File: src/rtl/microwave_ctrl.sv
// Microwave operating-mode controller: key edge detection, cook/pause/done FSM, 1 s tick
// strobe and timer strobes. Optional done beep is built only when MWC_DONE_BEEP_EN is defined.
module microwave_ctrl #(
    parameter int unsigned TICK_DIV    = 50_000_000,
    parameter int unsigned BEEP_CYCLES = 25_000_000
) (
    input  logic       clk,
    input  logic       clrn,
    input  logic       startn,
    input  logic       stopn,
    input  logic       clearn,
    input  logic       keyn,
    input  logic       door_closed,
    input  logic       timer_zero,
    output logic       timer_enn,
    output logic       timer_loadn,
    output logic       timer_clrn,
    output logic       mag_on,
    output logic [2:0] state,
    output logic       beep
);

    typedef enum logic [2:0] {
        S_IDLE  = 3'd0,
        S_SET   = 3'd1,
        S_COOK  = 3'd2,
        S_PAUSE = 3'd3,
        S_DONE  = 3'd4
    } state_t;

    localparam int unsigned TW = (TICK_DIV > 2) ? $clog2(TICK_DIV) : 1;
    localparam logic [TW-1:0] TICK_MAX = TW'(TICK_DIV - 1);

    state_t        state_q, state_d;
    logic [TW-1:0] tick_cnt_q, tick_cnt_d;
    logic          mag_on_q, mag_on_d;
    logic          timer_enn_q, timer_enn_d;
    logic          timer_loadn_q, timer_loadn_d;
    logic          timer_clrn_q, timer_clrn_d;
    logic          startn_q, stopn_q, clearn_q, keyn_q;

    logic ev_start, ev_stop, ev_clear, ev_key, can_start;

    // Key samples reset to 1 so a key held through reset never produces an event.
    assign ev_start  = startn_q & ~startn;
    assign ev_stop   = stopn_q  & ~stopn;
    assign ev_clear  = clearn_q & ~clearn;
    assign ev_key    = keyn_q   & ~keyn;
    assign can_start = door_closed & ~timer_zero;

    always_comb begin
        state_d       = state_q;
        tick_cnt_d    = tick_cnt_q;
        timer_enn_d   = 1'b1;
        timer_loadn_d = 1'b1;
        timer_clrn_d  = 1'b1;
        case (state_q)
            S_IDLE: begin
                if (ev_clear) begin
                    timer_clrn_d = 1'b0;
                end else if (!ev_stop && !ev_start && ev_key) begin
                    timer_loadn_d = 1'b0;
                    state_d       = S_SET;
                end
            end
            S_SET: begin
                if (ev_clear) begin
                    timer_clrn_d = 1'b0;
                    state_d      = S_IDLE;
                end else if (!ev_stop && ev_start) begin
                    if (can_start) state_d = S_COOK;
                end else if (!ev_stop && ev_key) begin
                    timer_loadn_d = 1'b0;
                end
            end
            S_COOK: begin
                // Zero wins over a pause request; the interrupted second is kept for resume.
                if (timer_zero) begin
                    state_d = S_DONE;
                end else if (ev_stop || !door_closed) begin
                    state_d = S_PAUSE;
                end else if (tick_cnt_q == TICK_MAX) begin
                    tick_cnt_d  = '0;
                    timer_enn_d = 1'b0;
                end else begin
                    tick_cnt_d = tick_cnt_q + 1'b1;
                end
            end
            S_PAUSE: begin
                if (ev_clear) begin
                    timer_clrn_d = 1'b0;
                    tick_cnt_d   = '0;
                    state_d      = S_IDLE;
                end else if (!ev_stop && ev_start && can_start) begin
                    state_d = S_COOK;
                end
            end
            S_DONE: begin
                if (ev_key || ev_start || ev_stop || ev_clear || !door_closed) begin
                    state_d    = S_IDLE;
                    tick_cnt_d = '0;
                end
            end
            default: begin
                state_d    = S_IDLE;
                tick_cnt_d = '0;
            end
        endcase
        mag_on_d = (state_d == S_COOK);
    end

    always_ff @(posedge clk or negedge clrn) begin
        if (!clrn) begin
            state_q       <= S_IDLE;
            tick_cnt_q    <= '0;
            mag_on_q      <= 1'b0;
            timer_enn_q   <= 1'b1;
            timer_loadn_q <= 1'b1;
            timer_clrn_q  <= 1'b1;
            startn_q      <= 1'b1;
            stopn_q       <= 1'b1;
            clearn_q      <= 1'b1;
            keyn_q        <= 1'b1;
        end else begin
            state_q       <= state_d;
            tick_cnt_q    <= tick_cnt_d;
            mag_on_q      <= mag_on_d;
            timer_enn_q   <= timer_enn_d;
            timer_loadn_q <= timer_loadn_d;
            timer_clrn_q  <= timer_clrn_d;
            startn_q      <= startn;
            stopn_q       <= stopn;
            clearn_q      <= clearn;
            keyn_q        <= keyn;
        end
    end

`ifdef MWC_DONE_BEEP_EN
    localparam int unsigned BW = $clog2(BEEP_CYCLES + 1);

    logic [BW-1:0] beep_cnt_q, beep_cnt_d;
    logic          beep_q, beep_d;

    always_comb begin
        beep_d     = 1'b0;
        beep_cnt_d = beep_cnt_q;
        if (state_d == S_DONE) begin
            if (state_q != S_DONE) begin
                beep_d     = 1'b1;
                beep_cnt_d = BW'(BEEP_CYCLES - 1);
            end else if (beep_cnt_q != '0) begin
                beep_d     = 1'b1;
                beep_cnt_d = beep_cnt_q - 1'b1;
            end
        end
    end

    always_ff @(posedge clk or negedge clrn) begin
        if (!clrn) begin
            beep_cnt_q <= '0;
            beep_q     <= 1'b0;
        end else begin
            beep_cnt_q <= beep_cnt_d;
            beep_q     <= beep_d;
        end
    end

    assign beep = beep_q;
`else
    assign beep = 1'b0;
`endif

    assign state       = state_q;
    assign mag_on      = mag_on_q;
    assign timer_enn   = timer_enn_q;
    assign timer_loadn = timer_loadn_q;
    assign timer_clrn  = timer_clrn_q;

endmodule
File: config.mk
export PLATFORM = sky130hd
export DESIGN_NAME = microwave_ctrl
export DESIGN_NICKNAME = d
export VERILOG_FILES = /design/src/rtl/microwave_ctrl.sv
export SDC_FILE = /design/constraint.sdc
export NUM_CORES = 1
export LEC_CHECK = 0
export BUFFER_PORTS_ARGS = -buffer_cell sky130_fd_sc_hd__buf_2
export CAP_MARGIN = 20
export CORE_MARGIN = 2
export CORE_UTILIZATION = 53
export DETAILED_ROUTE_END_ITERATION = 7
export GPL_ROUTABILITY_DRIVEN = 0
export HOLD_SLACK_MARGIN = 0.06
export PLACE_DENSITY = 0.75
export SYNTH_ARGS = -nofsm -noshare
export SYNTH_HDL_FRONTEND = slang
export SYNTH_SLANG_ARGS = --single-unit
File: constraint.sdc
create_clock -name clk -period 2.1 [get_ports clk]
set_clock_uncertainty 0.2 [all_clocks]
set_input_delay 0.315 -clock clk [delete_from_list [all_inputs] [get_ports clk]]
set_output_delay 0.315 -clock clk [all_outputs]
set_load 0.005 [all_outputs]
Yosys cells after proc, flatten, opt, wreduce, memory -nomap -nowiden:

Cells that the tools add are included.

* $add $sub $neg: 1
* equality and inequality tests: 10
* multiplexer cells: 29
* bitwise logic cells: 11
* reductions and logical operators: 17

Operators by type and width (count)
* two-way mux 26 bit: 5
* case mux 26 bit (4 select lines): 1
* two-way mux 3 bit: 10
* adder 26 x 1 -> 26 bit, second input constant: 1
* == test 26 bit, second input constant: 1
* case mux 3 bit (5 select lines): 1
* two-way mux 1 bit: 11
* == test 3 x 2 -> 1 bit, second input constant: 3
* inequality test 2 bit, second input constant: 4
* NOT 1 bit: 6
* bitwise AND 1 bit: 5
* logical AND 1 bit: 5
* logical OR 1 bit: 5
* AND reduction 5 bit: 1
* == test 3 x 1 -> 1 bit, second input constant: 1
* == test 3 bit, second input constant: 1
* zero test 1 bit: 3
* zero test 3 bit: 1
* OR reduction 3 bit: 1
* case mux 1 bit (2 select lines): 1
* OR reduction 2 bit: 1

* flip-flop bits (word level): 37
* bits of input ports: 8
* output and inout port bits: 8
* logic and storage cells: 78

Longest topological paths before layout:

Gate-level depths: netlist (run 1).

* depth in word-level cells: 9
* gate-level depth with buffers: 8
* mapped depth without buffers: 6

Least setup slack after synthesis (run 1):

No wires, ideal clock.

* kind: reg2reg
* start point: reg tick_cnt_q[0]
* end point: reg tick_cnt_q[10]
* setup time: 0.121 ns
* arrival time: 1.718 ns
* data required time: 1.779 ns
* slack: 0.061 ns
* stages on the path, launching flop included: 9
* buffers on the path: 2
* period minus slack after synthesis: 2.039 ns
* cells stage by stage: dfrtp_1 > ha_1 > and3_1 > clkbuf_1 > nand2_1 > o31ai_4 > buf_6 > o21ai_0 > a22o_1

* word-level cells in the longest chain between the ends: 5
* elaborated cells between the ends (all ways): 6
* those cells by class: 1 x add/sub; 1 x eq/ne; 4 x mux

Ends and longest elaborated chain
* start, declared: RTL line 35 `logic [TW-1:0] tick_cnt_q, tick_cnt_d;`
* start signal, assigned: RTL line 126 `tick_cnt_q <= tick_cnt_d;`
* adder 26 x 1 -> 26 bit / == test 26 bit (equally long branches): RTL line 86, 82
* two-way mux 26 bit *: RTL line 82 `end else if (tick_cnt_q == TICK_MAX) begin`
* two-way mux 26 bit *: RTL line 80 `end else if (ev_stop || !door_closed) begin`
* two-way mux 26 bit *: RTL line 78 `if (timer_zero) begin`
* case mux 26 bit (4 select lines) *: RTL line 57 `case (state_q)`

Mark *: on every way between the ends. The rest lies on a longest branch, timed or not. The select of a mux whose other input is x is not followed.
A chain may end at the register's enable or synchronous reset.

Final worst setup path (run 1):

* start point: reg state_q[1], in the netlist state[1]
* end point: reg tick_cnt_q[24]

* word-level cells in the longest chain between the ends: 4
* elaborated cells between the ends (all ways): 13
* those cells by class: 8 x eq/ne; 1 x mux; 1 x bitwise; 3 x reduce/logical

Ends and longest elaborated chain
* start, declared: RTL line 34 `state_t state_q, state_d;`
* start signal, assigned: RTL line 125 `state_q <= state_d;`
* == test 3 x 1 -> 1 bit / zero test 3 bit (equally long branches): RTL line 57
* OR reduction 2 bit (no line)
* NOT 1 bit (no line)
* AND reduction 5 bit (no line)

Several ways; a longest one is shown, not always the timed one.

==> flow_metrics.tcl, run 1 <==
set metrics [dict create \
    status "completed" \
    antenna_found_initial 0 \
    route.detailed.drc 0 \
    routed.top_layer "met4" \
    drtPass1Iterations 4 \
    antenna_cells 0 \
    path_buf_inv 0 \
    overflow 0 \
    endpoint_kind "flip-flop" \
    syn_nets 210 \
    h-tree-depth 2 \
    dpl.hpwl_um 3300 \
    multiInputGateArea_mm2 0.00114 \
    grt_pass1_wl_um 8080 \
    rr_endpoint "tick_cnt_q[24]" \
    hold_class "in -> reg" \
    fmax_mhz 478 \
    synth_edf_count 0 \
    grt_max_degree 38 \
    min_from "timer_zero" \
    post_dp_cell_area_mm2 0.00231 \
    first_iter_violations 166 \
    finalSetupViolCount 0 \
    hold_viol_final 0 \
    crit_path_top_delay_cell "dfrtp_1" \
    placementRows 22 \
    yosys-top-cells-count "dfrtp_1, o21ai_0, nand2_1" \
    ys_seq_elements 37 \
    totalWireLength_um 5440 \
    r2r_slack_ns 0.009 \
    cts-root-buf "clkbuf_8" \
    clk_pin_slew_worst_paths_ns 0.08 \
    port_buffers 14 \
    cts_tree "yes" \
    crit_required_ns 2.10 \
    holdPathEnd "timer_enn" \
    final_cell_area_mm2 0.00264 \
    vias 1876 \
    whs_ns 0.178 \
    cpPeakStageDelay_ns 0.45 \
    hold_depth 3 \
    vias_per_cell 6.15 \
    drt-met1-wl_um 2180 \
    core_mm2 0.00366 \
    seq_area_um2 937 \
    synth_cell_types 46 \
    syn_area_mm2 0.00200 \
    cts_max_path_buffers 2 \
    die_area_mm2 0.00429 \
    synth_simple_gate_area_share 0.266 \
    ioPinCount 16 \
    yosysWarningCount 0 \
    grt_pass1_vias 1758 \
    nNetsFinal 265 \
    critPathMaxFanout 6 \
    syn_to_final_growth_pct 31.9 \
    ir_worst_vdd_mv 0.346 \
    die_h_um 65.5 \
    critical_path_arrival_ns 2.10 \
    wl_met2_um 2940 \
    synth_top_cell_by_area "dfrtp_1" \
    fillCellCount 251 \
    synthXorXnorAreaFrac 0.00437 \
    slew_violations 0 \
    synth_top_family_by_area "simple AND/OR/NAND/NOR gates" \
    p_leak_nw 1.14 \
    grt_usage 0.249 \
    synth_top_area_frac 0.375 \
    wl_per_cell_um 17.8 \
    ys_seq_area_frac 0.467 \
    path_class "reg -> reg" \
    antenna_left 0 \
    synth.most_common_cell "dfrtp_1" \
    avgSynthCellArea_um2 9.97 \
    rr_worst_depth 5 \
    clock-sinks 37 \
    min_period_ns 2.09 \
    final_layout_size_suffix_gt1_frac 0.362 \
    start_util 0.547 \
    cp_top_family "compound AO/OA/AOI/OAI gates" \
    power_density_mw_per_mm2 528 \
    synth_compound_area_frac 0.216 \
    cts_buffers 5 \
    die-width_um 65.5 \
    synthCells 201 \
    worst_setup_path_start_kind "flip-flop" \
    r2r-start "state[1]" \
    clkLatencyLatePin_ns 0.29 \
    synthFlopType "dfrtp_1" \
    rsz0062_at_grt "true" \
    synth_mux_area_frac 0.00562 \
    cp_cell_sequence "nor3b_4, a21oi_2, o2111ai_4, or3_1, a21oi_1" \
    met3_length_um 225 \
    synthArstFlopShare 1.00 \
    synthAdderAreaFrac 0.00625 \
    synth_top_cells_by_area "dfrtp_1, dfstp_2, a22o_1" \
    cap_viol_max_count 0 \
    timing.final.crit_share 0.996 \
]
-- placed cells by master, fill, tap and decap left out, drive strengths merged, types with 8 or more instances in the layout --
master and n:
buf 48, dfrtp 30, o21ai 25, nand2 15
a21oi 12, or3 11, a22o 11, nor2 10
nor2b 10, nand4 8
-- worst max-delay path by stage --
| stage | cells past startpoint | to | slack, ns | from |
|---|---|---|---|---|
| 6_report | 5 | tick_cnt_q[24] | 0.009 | state[1] |
| 5_1_grt | 6 | tick_cnt_q[0] | -0.08 | tick_cnt_q[24] |
| 4_1_cts | 5 | tick_cnt_q[0] | -0.01 | state[0] |
| 3_5_place_dp | 6 | tick_cnt_q[0] | -0.09 | tick_cnt_q[11] |
| 3_3_place_gp | 6 | tick_cnt_q[0] | -0.03 | tick_cnt_q[11] |
| 2_1_floorplan | 8 | tick_cnt_q[10] | 0.06 | tick_cnt_q[0] |
-- metal layers --
layer	vias up	GRT usage
li1	870	-
met1	933	0.290
met4	0	0.0807
met3	12	0.0582
met5	-	0
met2	61	0.449
-- where the power goes --
part / total [mW] / internal [mW] / leakage [nW] / switching (mW)
clock: 0.478 / 0.230 / 0.0450 / 0.248
sequential: 0.755 / 0.737 / 0.486 / 0.0180
combinational: 0.164 / 0.0756 / 0.607 / 0.0880
total: 1.40 / 1.04 / 1.14 / 0.354
-- worst register-to-register path: stages (launching register included) --
cell	delay, ns
dfrtp_1	0.45
nor3b_4	0.21
a21oi_2	0.35
o2111ai_4	0.23
or3_1	0.36
a21oi_1	0.21
-- cells by family (layout without fill, tap and decap cells) --
logic type                 count (synthesis)  after routing
and+or+nand+nor                           89             90
DFF                                       37             37
muxes                                      1              1
other                                      1              1
AOI/OAI and AO/OA                         60             61
buffers and inverters                     11             65
adders and majority gates                  1              1
xor gates and xnor gates                   1              1
-- final cells by class --
| class | instances | share of cell area |
|---|---|---|
| clock buffers | 6 | 0.0275 |
| inverters | 4 | 0.00568 |
| multi-input cells | 155 | 0.430 |
| clock inverters | 2 | 0.00379 |
| well taps | 48 | 0.0227 |
| flip-flops and latches | 37 | 0.355 |
| repair buffers | 53 | 0.156 |
-- stage by stage --
step           setup TNS [ns]   util  worst slack [ns]  power, mW  cells
2_1_floorplan               0      -            0.0607      0.828    201
3_3_place_gp          -0.0261  0.631           -0.0261      0.889    283
3_5_place_dp           -0.398  0.631           -0.0877      0.894    283
4_1_cts               -0.0145  0.677           -0.0145       1.38    297
5_1_grt                -0.837  0.722           -0.0838       1.45    305
6_report                    0  0.722           0.00916       1.40    305
-- registers in the layout (all words and copies together), names as in the netlist --
signal / flops
state: 3
keyn_q: 1
timer_loadn: 1
mag_on: 1
tick_cnt_q: 26
stopn_q: 1
startn_q: 1
timer_enn: 1
timer_clrn: 1
clearn_q: 1
-- timing repair --
action,in CTS,in global routing
cloned,0,2
endpoints found under the setup margin,17,26
buffers inserted,1,6
endpoints found under the hold margin,41,0
hold buffers,5,0
pin swaps,1,12
resized for setup,5,26
Power figures use the tool's default switching activity.
==> inputs of run 2 (changes only) <==
- CORE_UTILIZATION: 53 -> 42
- PLACE_DENSITY: 0.75 -> not set
==> run 2 against run 1 <==
Effect of this change: the flow now finishes with violations (setup timing); via count down 4.6%; largest power group unchanged; non-clock buffer count increased by 7; count of clock-buffer cells in the layout is the same; sequential share of layout area decreased by 0.18 points; fmax down 0.56%; first-iteration DRC count decreased by 30%; total power increased by 8.7%; cell area grew 0.38%; clock power increased by 26%; combinational power barely moved; final cell count grew 3.6%.
==> flow_metrics.tcl, run 2 (same netlist as run 1, synthesis figures left out) <==
set metrics [dict create \
    syn_to_final_growth_pct 32.4 \
    placementRows 25 \
    pwr-share-comb 0.107 \
    final_layout_size_suffix_gt1_frac 0.347 \
    die_area_mm2 0.00534 \
    hold_viol_final 0 \
    finalWorstSetupSlack_ns -0.00270 \
    antenna_found_initial 0 \
    die_h_um 73.1 \
    vias 1789 \
    fmax_mhz 476 \
    ir_worst_vdd_mv 0.320 \
    cts_max_path_buffers 2 \
    hold_class "in -> reg" \
    largest_register_ff_count 26 \
    port_buffers 14 \
    vias_per_cell 5.66 \
    post_dp_cell_area_mm2 0.00239 \
    worst_setup_path_start_kind "flip-flop" \
    crit_path_end "tick_cnt_q[5]" \
    dpl.hpwl_um 3320 \
    grt_max_degree 20 \
    endpoint_kind "flip-flop" \
    grt_pass1_wl_um 8010 \
    drtPass1Iterations 5 \
    nNetsFinal 270 \
    finalSetupViolCount 1 \
    p_leak_nw 1.17 \
    slew_violations 0 \
    critPathMaxFanout 8 \
    min_period_ns 2.10 \
    clock-sinks 37 \
    final_cell_area_mm2 0.00265 \
    cts_buffers 5 \
    cap_viol_max_count 0 \
    status "complete, but fails checks" \
    rsz0062_at_grt "true" \
    start_util 0.430 \
    regMostFlops "tick_cnt_q" \
    cts_tree "yes" \
    die-width_um 73.1 \
    p_sw_mw 0.347 \
    antenna_cells 0 \
    r2r-start "state[0]" \
    overflow 0 \
    r2r_slack_ns -0.003 \
    clk_pin_slew_worst_paths_ns 0.08 \
    h-tree-depth 2 \
    totalWireLength_um 4720 \
    critPathLaunch "state[0]" \
    grt_pass1_vias 1731 \
    core_mm2 0.00466 \
    clkPwrFrac 0.397 \
    critical_path_arrival_ns 2.08 \
    grt_usage 0.194 \
    power_density_mw_per_mm2 572 \
    violations "setup timing" \
    fillCellCount 416 \
    cts-root-buf "clkbuf_8" \
    ioPinCount 16 \
    p_seq_frac 0.496 \
    path_class "reg -> reg" \
    mostFrequentLayoutCell "buf_4" \
    rr_worst_depth 6 \
    timing.final.crit_share 1.00 \
    p_int_mw 1.17 \
    route.detailed.drc 0 \
    first_iter_violations 116 \
    final_cell_mix "buf_4, dfrtp_1, o21ai_0" \
    antenna_left 0 \
    crit_required_ns 2.08 \
    swShare 0.228 \
    setup_tns_ns -0.00270 \
    wl_per_cell_um 14.9 \
    clkLatencyLatePin_ns 0.29 \
    rr_endpoint "tick_cnt_q[5]" \
]
==> run 2: stage by stage <==
stage	hold WS [ns]	cells	setup WS [ns]	power (mW)	util
after floorplan	-0.181	201	0.0607	0.828	-
after global placement	0.0827	300	-0.00853	0.896	0.512
after detailed placement	0.0871	300	-0.00865	0.899	0.512
after CTS	0.116	313	0.00383	1.52	0.547
after global routing	0.168	316	-0.104	1.59	0.569
final	0.127	316	-0.00270	1.52	0.569
==> run 2: worst min-delay path by stage <==
stage,from,endpoint,slack [ns],cells past startpoint
2_1_floorplan,clrn,mag_on,-0.18,0
3_3_place_gp,clrn,state[0],0.08,1
3_5_place_dp,clrn,mag_on,0.09,1
4_1_cts,timer_zero,timer_enn,0.12,3
5_1_grt,timer_zero,timer_enn,0.17,3
6_report,timer_zero,timer_enn,0.13,3
==> run 2: timing repair <==
action                                  CTS  global route
buffers inserted                          0             3
endpoints found under the setup margin   12            24
pin swaps                                 2            13
hold endpoints to repair                 18             0
gates resized for setup                   1            16
hold buffers                              5             0
==> run 2: critical path, cell delays in order, from the launching register on <==
cell,delay [ns]
dfrtp_2,0.47
and4b_1,0.21
a311o_2,0.44
o211ai_2,0.13
buf_4,0.22
nor4_4,0.06
a211o_1,0.26
==> run 2: power groups by stage <==
stage                     registers (mW)  logic, mW  clock network, mW
after global routing               0.755      0.180              0.657
after detailed placement           0.763      0.136                  0
after CTS                          0.750      0.146              0.621
final                              0.752      0.162              0.603
after global placement             0.762      0.134                  0
after floorplan                    0.767     0.0610                  0
==> run 2: layer usage <==
layer	wire length (um)	global-route usage	vias to the layer above
met5	0	0	-
met4	40	0.0617	0
met3	130	0.0387	6
met1	2210	0.263	885
li1	-	-	876
met2	2340	0.309	22
==> run 2: final cells by class <==
type	count	area [um^2]	share of cell area
clock buffer	6	72.6	0.0274
clock inverter	2	35.0	0.0132
inverter	4	15.0	0.00566
multi-input combinational	153	1070	0.405
sequential	37	936	0.353
tap	54	67.6	0.0255
timing repair buffer	60	452	0.170
==> inputs of run 3 (changes only) <==
- ABC_AREA: not set -> 1
==> run 3 against run 2 <==
Effect of this change: the flow now finishes without violations; count of clock-buffer cells in the layout did not move; non-clock buffer count decreased by 32; via count increased by 21%; core utilization decreased by 5.2 points; register-to-register slack improved by 0.15 ns; area after synthesis is 15% higher; flip-flop and latch count unchanged; final cell count is 37% higher; cell area grew 1.5%; sequential power grew 9.6%; critical path type is now in -> reg; largest cell class unchanged; highest routed layer unchanged.
==> flow_metrics.tcl, run 3 <==
set metrics [dict create \
    status "completed" \
    critPathMaxFanout 19 \
    hold_class "in -> reg" \
    synthArstFlopShare 1.00 \
    synthFlopType "dfrtp_1" \
    yosys-top-cells-count "nand2_1, nor2_1, nand3_1" \
    port_buffers 14 \
    synth_compound_area_frac 0.0511 \
    cp_cell_sequence "dlygate4sd3_1, buf_2, inv_1, nand2_2, nand2_1, nor2_2, nand2_1, nand2_2, nor2_4, buf_12, o21ai_4, nand2_1, nor2_1" \
    grt_pass1_vias 1987 \
    p_leak_nw 1.26 \
    syn_nets 343 \
    critical_path_arrival_ns 1.96 \
    ir_worst_vdd_mv 0.239 \
    synth_top_area_frac 0.326 \
    route.detailed.drc 0 \
    wl_per_cell_um 12.8 \
    regMostFlops "tick_cnt_q" \
    core_mm2 0.00520 \
    place_inst 414 \
    endpoint_kind "flip-flop" \
    final_cell_mix "nand2_1, nor2_1, nand3_1" \
    largest_register_ff_count 26 \
    vias 2165 \
    final_layout_size_suffix_gt1_frac 0.160 \
    placementRows 26 \
    whs_ns 0.155 \
    stdcell_count 433 \
    synth.most_common_cell "nand2_1" \
    fmax_mhz 505 \
    synth_top_cells_by_area "dfrtp_1, nand2_1, nor2_1" \
    ys_seq_elements 37 \
    mostFrequentLayoutCell "nand2_1" \
    grt_usage 0.192 \
    cts_max_path_buffers 2 \
    cpPeakStageDelay_ns 0.53 \
    total_power_mw 1.53 \
    crit_path_top_delay_cell "dlygate4sd3_1" \
    worst_setup_path_start_kind "input pin" \
    antenna_found_initial 0 \
    synth_edf_count 0 \
    start_util 0.442 \
    power_density_mw_per_mm2 567 \
    crit_required_ns 2.08 \
    crit_top_cell "nand2_1" \
    synthAdderAreaFrac 0.00544 \
    cts_buffers 5 \
    grt_pass1_wl_um 9250 \
    min_period_ns 1.98 \
    drtPass1Iterations 5 \
    yosysWarningCount 0 \
    synth_cell_types 32 \
    synth_top_family_by_area "simple AND/OR/NAND/NOR gates" \
    path_class "in -> reg" \
    slew_violations 0 \
    holdPathEnd "timer_enn" \
    die_area_mm2 0.00608 \
    overflow 0 \
    cap_viol_max_count 0 \
    cts_tree "yes" \
    min_from "timer_zero" \
    antenna_cells 0 \
    clkLatencyLatePin_ns 0.29 \
    nNetsFinal 371 \
    syn_to_final_growth_pct 17.0 \
    die_h_um 78.0 \
    synthCells 334 \
    first_iter_violations 147 \
    avgSynthCellArea_um2 6.89 \
    ys_seq_area_frac 0.406 \
    rr_worst_depth 12 \
    timing.final.crit_share 0.943 \
    synth_top_cell_by_area "dfrtp_1" \
    synth_simple_gate_area_share 0.425 \
    cts-root-buf "clkbuf_8" \
    synth_mux_area_frac 0 \
    finalSetupViolCount 0 \
    totalWireLength_um 5560 \
    grt_max_degree 38 \
    hold_depth 3 \
    r2r-start "tick_cnt_q[0]" \
    h-tree-depth 2 \
    synthXorXnorAreaFrac 0.0267 \
    vias_per_cell 5.00 \
    ioPinCount 16 \
    dpl.hpwl_um 3930 \
    syn_area_mm2 0.00230 \
    antenna_left 0 \
    die-width_um 78.0 \
    hold_viol_final 0 \
    clock-sinks 37 \
    clk_pin_slew_worst_paths_ns 0.07 \
    rr_endpoint "tick_cnt_q[25]" \
    r2r_slack_ns 0.15 \
]
run 3: cell types whose count changed after synthesis, sizes merged, moves of 11 or more:
cell | previous run | this run
or3 | 11 | 0
inv | 4 | 34
a22o | 11 | 0
nand3 | 4 | 37
nand2 | 15 | 99
o21ai | 25 | 8
nor2 | 9 | 70
run 3: worst max-delay path by stage:
stage / from / to / depth (start not counted)
floorplan: stopn_q / tick_cnt_q[23] / 11
global placement: tick_cnt_q[0] / tick_cnt_q[20] / 12
detailed placement: tick_cnt_q[0] / tick_cnt_q[25] / 12
CTS: tick_cnt_q[0] / tick_cnt_q[25] / 12
global route: clearn / tick_cnt_q[22] / 13
finish: clearn / tick_cnt_q[19] / 13
run 3: cell type report:
cell class | count | area [um^2]
Fill cell | 531 | 2510
Inverter | 34 | 134
Multi-Input combinational cell | 256 | 1210
Clock buffer | 6 | 72.6
Timing Repair Buffer | 28 | 244
Clock inverter | 2 | 10.0
Sequential cell | 37 | 935
Tap cell | 70 | 87.6
run 3: kinds of logic (layout without fill, tap and decap cells):
kind of cell,Yosys count,after routing
other,1,1
adders and majority gates,1,1
AOI/OAI and AO/OA,21,21
DFF,37,37
xor gates and xnor gates,7,7
and+or+nand+nor,226,226
buffers and inverters,41,70
run 3: report_power, final:
part	leakage (nW)	total [mW]	switching [mW]	internal [mW]
combinational	0.730	0.211	0.128	0.0833
clock	0.0450	0.491	0.260	0.230
sequential	0.485	0.824	0.0544	0.769
total	1.26	1.53	0.443	1.08
run 3: layer usage:
| layer | share of wire | vias up | track usage |
|---|---|---|---|
| met2 | 0.45 | 52 | 0.309 |
| met5 | 0 | - | 0 |
| met3 | 0.050 | 8 | 0.0384 |
| li1 | - | 1118 | - |
| met4 | 0.014 | 0 | 0.0561 |
| met1 | 0.48 | 987 | 0.262 |
run 3: through the flow:
| stage | area, um^2 | util | setup TNS (ns) | worst slack, ns |
|---|---|---|---|---|
| 4_1_cts | 2590 | 0.497 | 0 | 0.0129 |
| 5_1_grt | 2690 | 0.517 | -0.152 | -0.0263 |
| 3_3_place_gp | 2440 | 0.469 | 0 | 0.00370 |
| 2_1_floorplan | 2300 | - | 0 | 0.400 |
| 6_report | 2690 | 0.517 | 0 | 0.119 |
| 3_5_place_dp | 2440 | 0.469 | 0 | 0.0429 |
run 3: critical path, delay by kind of cell:
| kind | cells | cell delay [ns] |
|---|---|---|
| AO/OA/AOI/OAI | 1 | 0.10 |
| buffers and inverters | 4 | 0.90 |
| AND/OR/NAND/NOR | 8 | 0.64 |
run 3: timing repair:
item,in CTS,in global routing
setup buffers,0,3
resized for setup,0,14
setup endpoints to repair,0,22
hold buffers,6,0
endpoints found under the hold margin,19,0
